===== config.mk =====
export PLATFORM = sky130hd
export DESIGN_NAME = mem_port_arbiter
export DESIGN_NICKNAME = d
export VERILOG_FILES = /design/src/rtl/mem_arb_pkg.sv /design/src/rtl/mem_port_arbiter_bus_timer.sv /design/src/rtl/mem_port_arbiter.sv
export SDC_FILE = /design/constraint.sdc
export NUM_CORES = 1
export LEC_CHECK = 0
export CORE_MARGIN = 3
export CORE_UTILIZATION = 35
export CTS_CLUSTER_DIAMETER = 100
export DETAILED_ROUTE_END_ITERATION = 6
export PLACE_DENSITY = 0.81
export SYNTH_ARGS = -nofsm -noshare
export SYNTH_HDL_FRONTEND = slang
export SYNTH_SLANG_ARGS = --single-unit

===== constraint.sdc =====
create_clock -name clk -period 1.9 [get_ports clk]
set_input_delay 0.285 -clock clk [delete_from_list [all_inputs] [get_ports clk]]
set_output_delay 0.285 -clock clk [all_outputs]
set_load 0.01 [all_outputs]

===== src/rtl/mem_arb_pkg.sv =====
// Shared encodings for the unified-memory port arbiter: FSM states, access owner, timeout default.
package mem_arb_pkg;

    typedef enum logic [1:0] {
        ST_IDLE = 2'd0,
        ST_BUSY = 2'd1,
        ST_RESP = 2'd2
    } state_t;

    typedef enum logic {
        OWN_FETCH = 1'b0,
        OWN_DATA  = 1'b1
    } owner_t;

    localparam int TIMEOUT_DEFAULT = 16;

    // Counter width able to hold 0..timeout-1 (timeout >= 2).
    function automatic int timer_width(input int timeout);
        return (timeout <= 2) ? 1 : $clog2(timeout);
    endfunction

endpackage


===== src/rtl/mem_port_arbiter_bus_timer.sv =====
// Counts cycles while enabled and flags the last permitted cycle of an access.
module bus_timer
    import mem_arb_pkg::*;
#(
    parameter int TIMEOUT = TIMEOUT_DEFAULT
) (
    input  logic clk,
    input  logic reset,
    input  logic clear,
    input  logic enable,
    output logic expired
);

    localparam int CW = timer_width(TIMEOUT);
    localparam logic [CW-1:0] LAST = CW'(TIMEOUT - 1);

    logic [CW-1:0] count_reg;

    always_ff @(posedge clk) begin
        if (reset || clear) begin
            count_reg <= '0;
        end else if (enable && (count_reg != LAST)) begin
            count_reg <= count_reg + 1'b1;
        end
    end

    // High during the TIMEOUT-th busy cycle; the FSM aborts unless mem_ready arrives then.
    assign expired = enable && (count_reg == LAST);

endmodule


===== src/rtl/mem_port_arbiter.sv =====
// Serialises CPU instruction fetch and data access onto one single-ported memory, stalling the CPU.
module mem_port_arbiter
    import mem_arb_pkg::*;
#(
    parameter int AW      = 32,
    parameter int DW      = 32,
    parameter int TIMEOUT = TIMEOUT_DEFAULT
) (
    input  logic          clk,
    input  logic          reset,
    input  logic          i_req,
    input  logic [AW-1:0] i_addr,
    output logic          i_ack,
    output logic [DW-1:0] i_rdata,
    input  logic          d_req,
    input  logic          d_we,
    input  logic [AW-1:0] d_addr,
    input  logic [DW-1:0] d_wdata,
    output logic          d_ack,
    output logic [DW-1:0] d_rdata,
    output logic          cpu_stall,
    output logic          mem_en,
    output logic          mem_we,
    output logic [AW-1:0] mem_addr,
    output logic [DW-1:0] mem_wdata,
    input  logic [DW-1:0] mem_rdata,
    input  logic          mem_ready,
    output logic          bus_err
);

    state_t        state_reg, state_next;
    owner_t        owner_reg;
    logic          grant, grant_data;
    logic          mem_we_reg;
    logic [AW-1:0] mem_addr_reg;
    logic [DW-1:0] mem_wdata_reg;
    logic [DW-1:0] i_rdata_reg, d_rdata_reg;
    logic          bus_err_reg;
    logic          busy, expired, is_load_or_fetch;

    assign busy = (state_reg == ST_BUSY);

    bus_timer #(.TIMEOUT(TIMEOUT)) u_timer (
        .clk     (clk),
        .reset   (reset),
        .clear   (!busy),
        .enable  (busy),
        .expired (expired)
    );

    always_comb begin
        state_next = state_reg;
        grant      = 1'b0;
        grant_data = 1'b0;
        case (state_reg)
            ST_IDLE: begin
                // Data first: the current instruction's access precedes the next fetch.
                if (d_req) begin
                    grant      = 1'b1;
                    grant_data = 1'b1;
                    state_next = ST_BUSY;
                end else if (i_req) begin
                    grant      = 1'b1;
                    state_next = ST_BUSY;
                end
            end
            ST_BUSY: begin
                if (mem_ready || expired) begin
                    state_next = ST_RESP;
                end
            end
            ST_RESP: state_next = ST_IDLE;
            default: state_next = ST_IDLE;
        endcase
    end

    // Stores never touch d_rdata, neither on completion nor on abort.
    assign is_load_or_fetch = (owner_reg == OWN_FETCH) || !mem_we_reg;

    always_ff @(posedge clk) begin
        if (reset) begin
            state_reg     <= ST_IDLE;
            owner_reg     <= OWN_FETCH;
            mem_we_reg    <= 1'b0;
            mem_addr_reg  <= '0;
            mem_wdata_reg <= '0;
            i_rdata_reg   <= '0;
            d_rdata_reg   <= '0;
            bus_err_reg   <= 1'b0;
        end else begin
            state_reg <= state_next;
            if (grant) begin
                owner_reg     <= grant_data ? OWN_DATA : OWN_FETCH;
                mem_addr_reg  <= grant_data ? d_addr : i_addr;
                mem_wdata_reg <= grant_data ? d_wdata : '0;
                mem_we_reg    <= grant_data && d_we;
            end
            if (busy && (mem_ready || expired) && is_load_or_fetch) begin
                if (owner_reg == OWN_FETCH) begin
                    i_rdata_reg <= mem_ready ? mem_rdata : '0;
                end else begin
                    d_rdata_reg <= mem_ready ? mem_rdata : '0;
                end
            end
            if (busy && !mem_ready && expired) begin
                bus_err_reg <= 1'b1;
            end
        end
    end

    assign mem_en    = busy;
    assign mem_we    = busy && mem_we_reg;
    assign mem_addr  = mem_addr_reg;
    assign mem_wdata = mem_wdata_reg;
    assign i_ack     = (state_reg == ST_RESP) && (owner_reg == OWN_FETCH);
    assign d_ack     = (state_reg == ST_RESP) && (owner_reg == OWN_DATA);
    assign i_rdata   = i_rdata_reg;
    assign d_rdata   = d_rdata_reg;
    assign bus_err   = bus_err_reg;
    assign cpu_stall = (i_req && !i_ack) || (d_req && !d_ack);

endmodule

# Yosys cells after proc, flatten, opt, wreduce, memory -nomap -nowiden
# Index checks and enable logic that the tools add are counted.
word_totals:
  output_inout_bits: 134
  regBits: 137
  wordCells: 55
  input_bits: 134
classes:
  n_bitwise: 1
  eq_ne: 6
  n_addsub: 1
  reduce_logical: 25
  muxes: 13
op_table:
  columns: ["cell", "count"]
  rows:
  - ["$mux W32", 3]
  - ["$logic_and A1 B1 Y1", 12]
  - ["$mux W1", 6]
  - ["$mux W2", 3]
  - ["$reduce_and A2 Y1", 3]
  - ["$logic_not A1 Y1", 5]
  - ["$add A4 B1 Y4 const B", 1]
  - ["$eq A4 B4 Y1 const B", 1]
  - ["$logic_or A1 B1 Y1", 4]
  - ["$ne A4 B4 Y1 const B", 1]
  - ["$pmux W2 S2", 1]
  - ["$ne A3 B3 Y1 const B", 1]
  - ["$eq A2 B1 Y1 const B", 1]
  - ["$eq A2 B2 Y1 const B", 1]
  - ["$logic_not A2 Y1", 1]
  - ["$ne A2 B1 Y1 const B", 1]
  - ["$not A1 Y1", 1]

# Longest topological paths before layout
depth:
  word_depth: 6
  ltp_mapped: 6

# Modules after synthesis
# From an unflattened synthesis, not the netlist that was laid out.
hier_totals:
  cells_unflattened: 638
  area_unflattened_um2: 5701.7
by_module_without_submodules:
  columns: ["module", "n_inst", "area_each_um2", "cells_each"]
  rows:
  - ["mem_port_arbiter", 1, 5510.3, 615]
  - ["bus_timer", 1, 191.4, 23]

# Worst setup path after synthesis
# Ideal clock, no wire load.
synth_path:
  kind: "flip-flop to flip-flop"
  startpoint: "register u_timer.count_reg[0]"
  endpoint: "register i_rdata_reg[10], in the netlist i_rdata[10]"
  setup_slack_ps: 531
  stages_incl_launch_ff: 7
  t_arrival_ps: 1299
  n_path_buf: 2
  period_less_slack_ps: 1369
  setup_time_ps: 70
  path_cell_list: "dfxtp_1 -> ha_1 -> a31oi_1 -> buf_4 -> clkbuf_2 -> o21ai_1 -> a21oi_1"
synth_via:
  elab_chain_cells: 6
synth_rtl:
  columns: ["item", "line_no", "rtl"]
  rows:
  - ["start, declared", "mem_port_arbiter_bus_timer.sv:17", "logic [CW-1:0] count_reg;"]
  - ["start signal, assigned", "mem_port_arbiter_bus_timer.sv:23", "count_reg <= count_reg + 1'b1;"]
  - ["$eq A4 B4 Y1", "mem_port_arbiter_bus_timer.sv:28", "assign expired = enable && (count_reg == LAST);"]
  - ["$logic_and A1 B1 Y1", "mem_port_arbiter_bus_timer.sv:28", null]
  - ["$logic_or A1 B1 Y1", "mem_port_arbiter.sv:98", "if (busy && (mem_ready || expired) && is_load_or_fetch) begin"]
  - ["$logic_and A1 B1 Y1 (2 in a row)", "mem_port_arbiter.sv:98", null]
  - ["$reduce_and A2 Y1 (no source line)", null, null]
  - ["end signal, assigned", "mem_port_arbiter.sv:100", "i_rdata_reg <= mem_ready ? mem_rdata : '0;"]
  - ["end, declared", "mem_port_arbiter.sv:37", "logic [DW-1:0] i_rdata_reg, d_rdata_reg;"]
# No other way between the ends.
# A chain may end at the register's enable or synchronous reset.

# Final worst setup path
layout_path:
  startpoint: "register state_reg[0]"
  endpoint: "output port cpu_stall"
layout_via:
  elab_chain_cells: 5
  elab_cells_between_ends: 8
layout_rtl:
  columns: ["item", "line_no", "rtl"]
  rows:
  - ["start, declared", "mem_port_arbiter.sv:31", "state_t state_reg, state_next;"]
  - ["start signal, assigned", "mem_port_arbiter.sv:91", "state_reg <= state_next;"]
  - ["$eq A2 B2 Y1 *", "mem_port_arbiter.sv:115, mem_port_arbiter.sv:116", null]
  - ["$logic_and A1 B1 Y1 (on tied branches)", "mem_port_arbiter.sv:115, mem_port_arbiter.sv:116", null]
  - ["$logic_not A1 Y1", "mem_port_arbiter.sv:120", "assign cpu_stall = (i_req && !i_ack) || (d_req && !d_ack);"]
  - ["$logic_and A1 B1 Y1", "mem_port_arbiter.sv:120", null]
  - ["$logic_or A1 B1 Y1 *", "mem_port_arbiter.sv:120", null]
  - ["end, declared", "mem_port_arbiter.sv:21", "output logic cpu_stall,"]
# Every way passes the cells marked *; elsewhere a longest branch is shown, timed or not.

==> flow_summary.json <==
{
  "routed_wl_um": 18700,
  "start_kind": "register",
  "worstSetupPathType": "register to primary output",
  "crit_fanout": 4,
  "clock_latency_ns": 0.42,
  "ys_seq_area_share_pct": 49.2,
  "worst_pin_slew_ns": 0.462,
  "stdcell_count": 1133,
  "synth_flop_cell": "dfxtp_1",
  "period_needed_ns": 1.82,
  "wire_per_inst_um": 16.5,
  "syn_to_final_growth_pct": 61.9,
  "start_util_pct": 36.3,
  "synth_edf_count": 0,
  "setup_viol": 0,
  "routabilityCongestion": 0.829,
  "die_w_um": 132,
  "worstHoldPathCells": 2,
  "r2r_slack_ns": 0.31,
  "grt_max_degree": 66,
  "hp-start": "reset",
  "end_kind": "primary output",
  "crit_family": "flip-flops",
  "rsz0062_at_grt": "false",
  "hold_end": "mem_wdata[10]",
  "grt.total_usage_pct": 20.5,
  "finalCoreUtilization_pct": 58.7,
  "clk_pin_slew_worst_paths_ns": 0.06,
  "timing.rr.end": "i_rdata[31]",
  "slew_viol_final": 0,
  "cp.required_ns": 1.62,
  "cts.sinks": 137,
  "syn-num-nets": 804,
  "async_flop_share_pct": 0,
  "first_pass_iters": 4,
  "powerDensity_nw_per_um2": 861,
  "drt_iter0_drc": 445,
  "syn_avg_cell_area_um2": 8.33,
  "cts_root_buf": "clkbuf_16",
  "cap_viol_max_count": 0,
  "reg2regPathDepth": 4,
  "synth_area_um2": 5580,
  "std_cell_rows": 45,
  "core-area_um2": 15400,
  "final_common_cell": "clkdlybuf4s50_1",
  "yosysUniqueCellTypes": 38,
  "crit_arrival_ns": 1.54,
  "route.detailed.drc": 0,
  "r2r-start": "state_reg[0]",
  "synth-seq-cells": 137,
  "viasPerCell": 5.14,
  "fmax_mhz": 549,
  "p_leak_nw": 3.21,
  "power_mw": 7.77,
  "worstPathBufferInverterCount": 1,
  "nets": 1045,
  "h-tree-depth": 4,
  "hp-class": "input port to register",
  "pin_count": 268,
  "holdBufCountCts": 0,
  "antenna_found_initial": 0,
  "finalHoldViolations": 0,
  "dr_total_vias": 5820,
  "crit_chain": "and3b_2 -> o22ai_2 -> dlygate4sd2_1",
  "most-common-layout-cells": "clkdlybuf4s50_1, dfxtp_1, a21oi_1",
  "fin_skew_ns": 0.00733,
  "grt-ovfl-total": 0,
  "io_buffers": 267,
  "fp.dieArea_um2": 17500,
  "ys_warn_count": 0,
  "cpMaxStageDelayCell": "dfxtp_1",
  "fin_hold_ws_ns": 0.261,
  "dp_hpwl_um": 12600,
  "num_antenna_cells": 0,
  "grt_pass1_vias": 5547,
  "cts_tree": "done",
  "dp_cells": 1102,
  "relSlewSlack_pct": 69.2,
  "cts_buffers": 17,
  "ctsResizeCount": 8,
  "slowest_delay_ns": 0.39,
  "grt_pass1_wl_um": 29200,
  "syn_inst": 669,
  "status": "finished clean",
  "peakVddDrop_v": 0.000641,
  "die_h_um": 132,
  "cts_buffer_depth": 2,
  "ant_nets": 0,
  "finalCritPeriodShare_pct": 95.9,
  "cts_setup_buffers": 0,
  "drive_above_1_share_pct": 7.16
}
==> worst max path at each step <==
stage	to	cells after the start	startpoint
2_1_floorplan	i_rdata[10]	6	u_timer.count_reg[0]
3_3_place_gp	cpu_stall	4	i_req
3_5_place_dp	cpu_stall	4	i_req
4_1_cts	cpu_stall	3	state_reg[0]
5_1_grt	cpu_stall	3	state_reg[0]
6_report	cpu_stall	3	state_reg[0]
==> logic make-up (layout without fill, tap and decap cells) <==
| family | after synthesis | after routing | share of synthesized area, % |
|---|---|---|---|
| AOI/OAI and AO/OA | 267 | 267 | 28.4 |
| xor gates and xnor gates | 1 | 1 | 0.157 |
| adders and majority gates | 1 | 1 | 0.224 |
| buffers and inverters | 104 | 357 | 9.09 |
| DFF | 137 | 137 | 49.2 |
| muxes | 1 | 1 | 0.180 |
| and+or+nand+nor | 158 | 158 | 12.8 |
==> per-layer routing <==
metal / track usage (%) / wire length (µm) / vias to the layer above
met2: 33.4 / 9180 / 206
met3: 7.52 / 1450 / 32
met5: 0 / 0 / -
met4: 7.16 / 356 / 0
met1: 25.0 / 7700 / 2754
li1: - / - / 2828
==> stage by stage <==
stage	TNS, ns	worst slack [ns]	area [µm²]
after global routing	0	0.0182	9030
after detailed placement	-0.0667	-0.0667	8430
after global placement	-0.0417	-0.0417	8430
after CTS	0	0.0607	9030
final	0	0.0775	9030
after floorplan	0	0.531	5580
==> Yosys cell counts (all sizes together), types with 2 or more instances <==
library cell / number / area share (%)
a221oi: 31 / 4.9
o21ai: 100 / 9.0
clkbuf: 35 / 2.5
nand3: 35 / 3.1
a21oi: 99 / 8.9
a31oi: 3 / 0.34
buf: 34 / 4.2
dfxtp: 137 / 49
nor2: 40 / 2.8
nand2: 70 / 4.7
inv: 35 / 2.4
nor3b: 2 / 0.47
o2bb2ai: 30 / 4.7
o22ai: 2 / 0.22
==> worst register-to-register path: stages, from the launching register on <==
cell and delay (ns):
dfxtp_1 0.39, buf_4 0.19, or3b_4 0.58, o21ai_0 0.23
a21oi_1 0.08
==> where the power goes <==
| part | switching, mW | internal (mW) |
|---|---|---|
| combinational | 0.642 | 0.734 |
| clock | 1.24 | 2.03 |
| sequential | 0.0817 | 3.04 |
| total | 1.97 | 5.80 |
==> final cells by class <==
cell class              instances  area [µm²]
repair buffers                291        2930
flip-flops and latches        137        2740
well taps                     211         264
clock buffers                  20         467
clock inverters                11         121
multi-input cells             428        2370
inverters                      35         131
fillers                      1363        6340
Note: power is estimated with default switching activity, not from simulation.
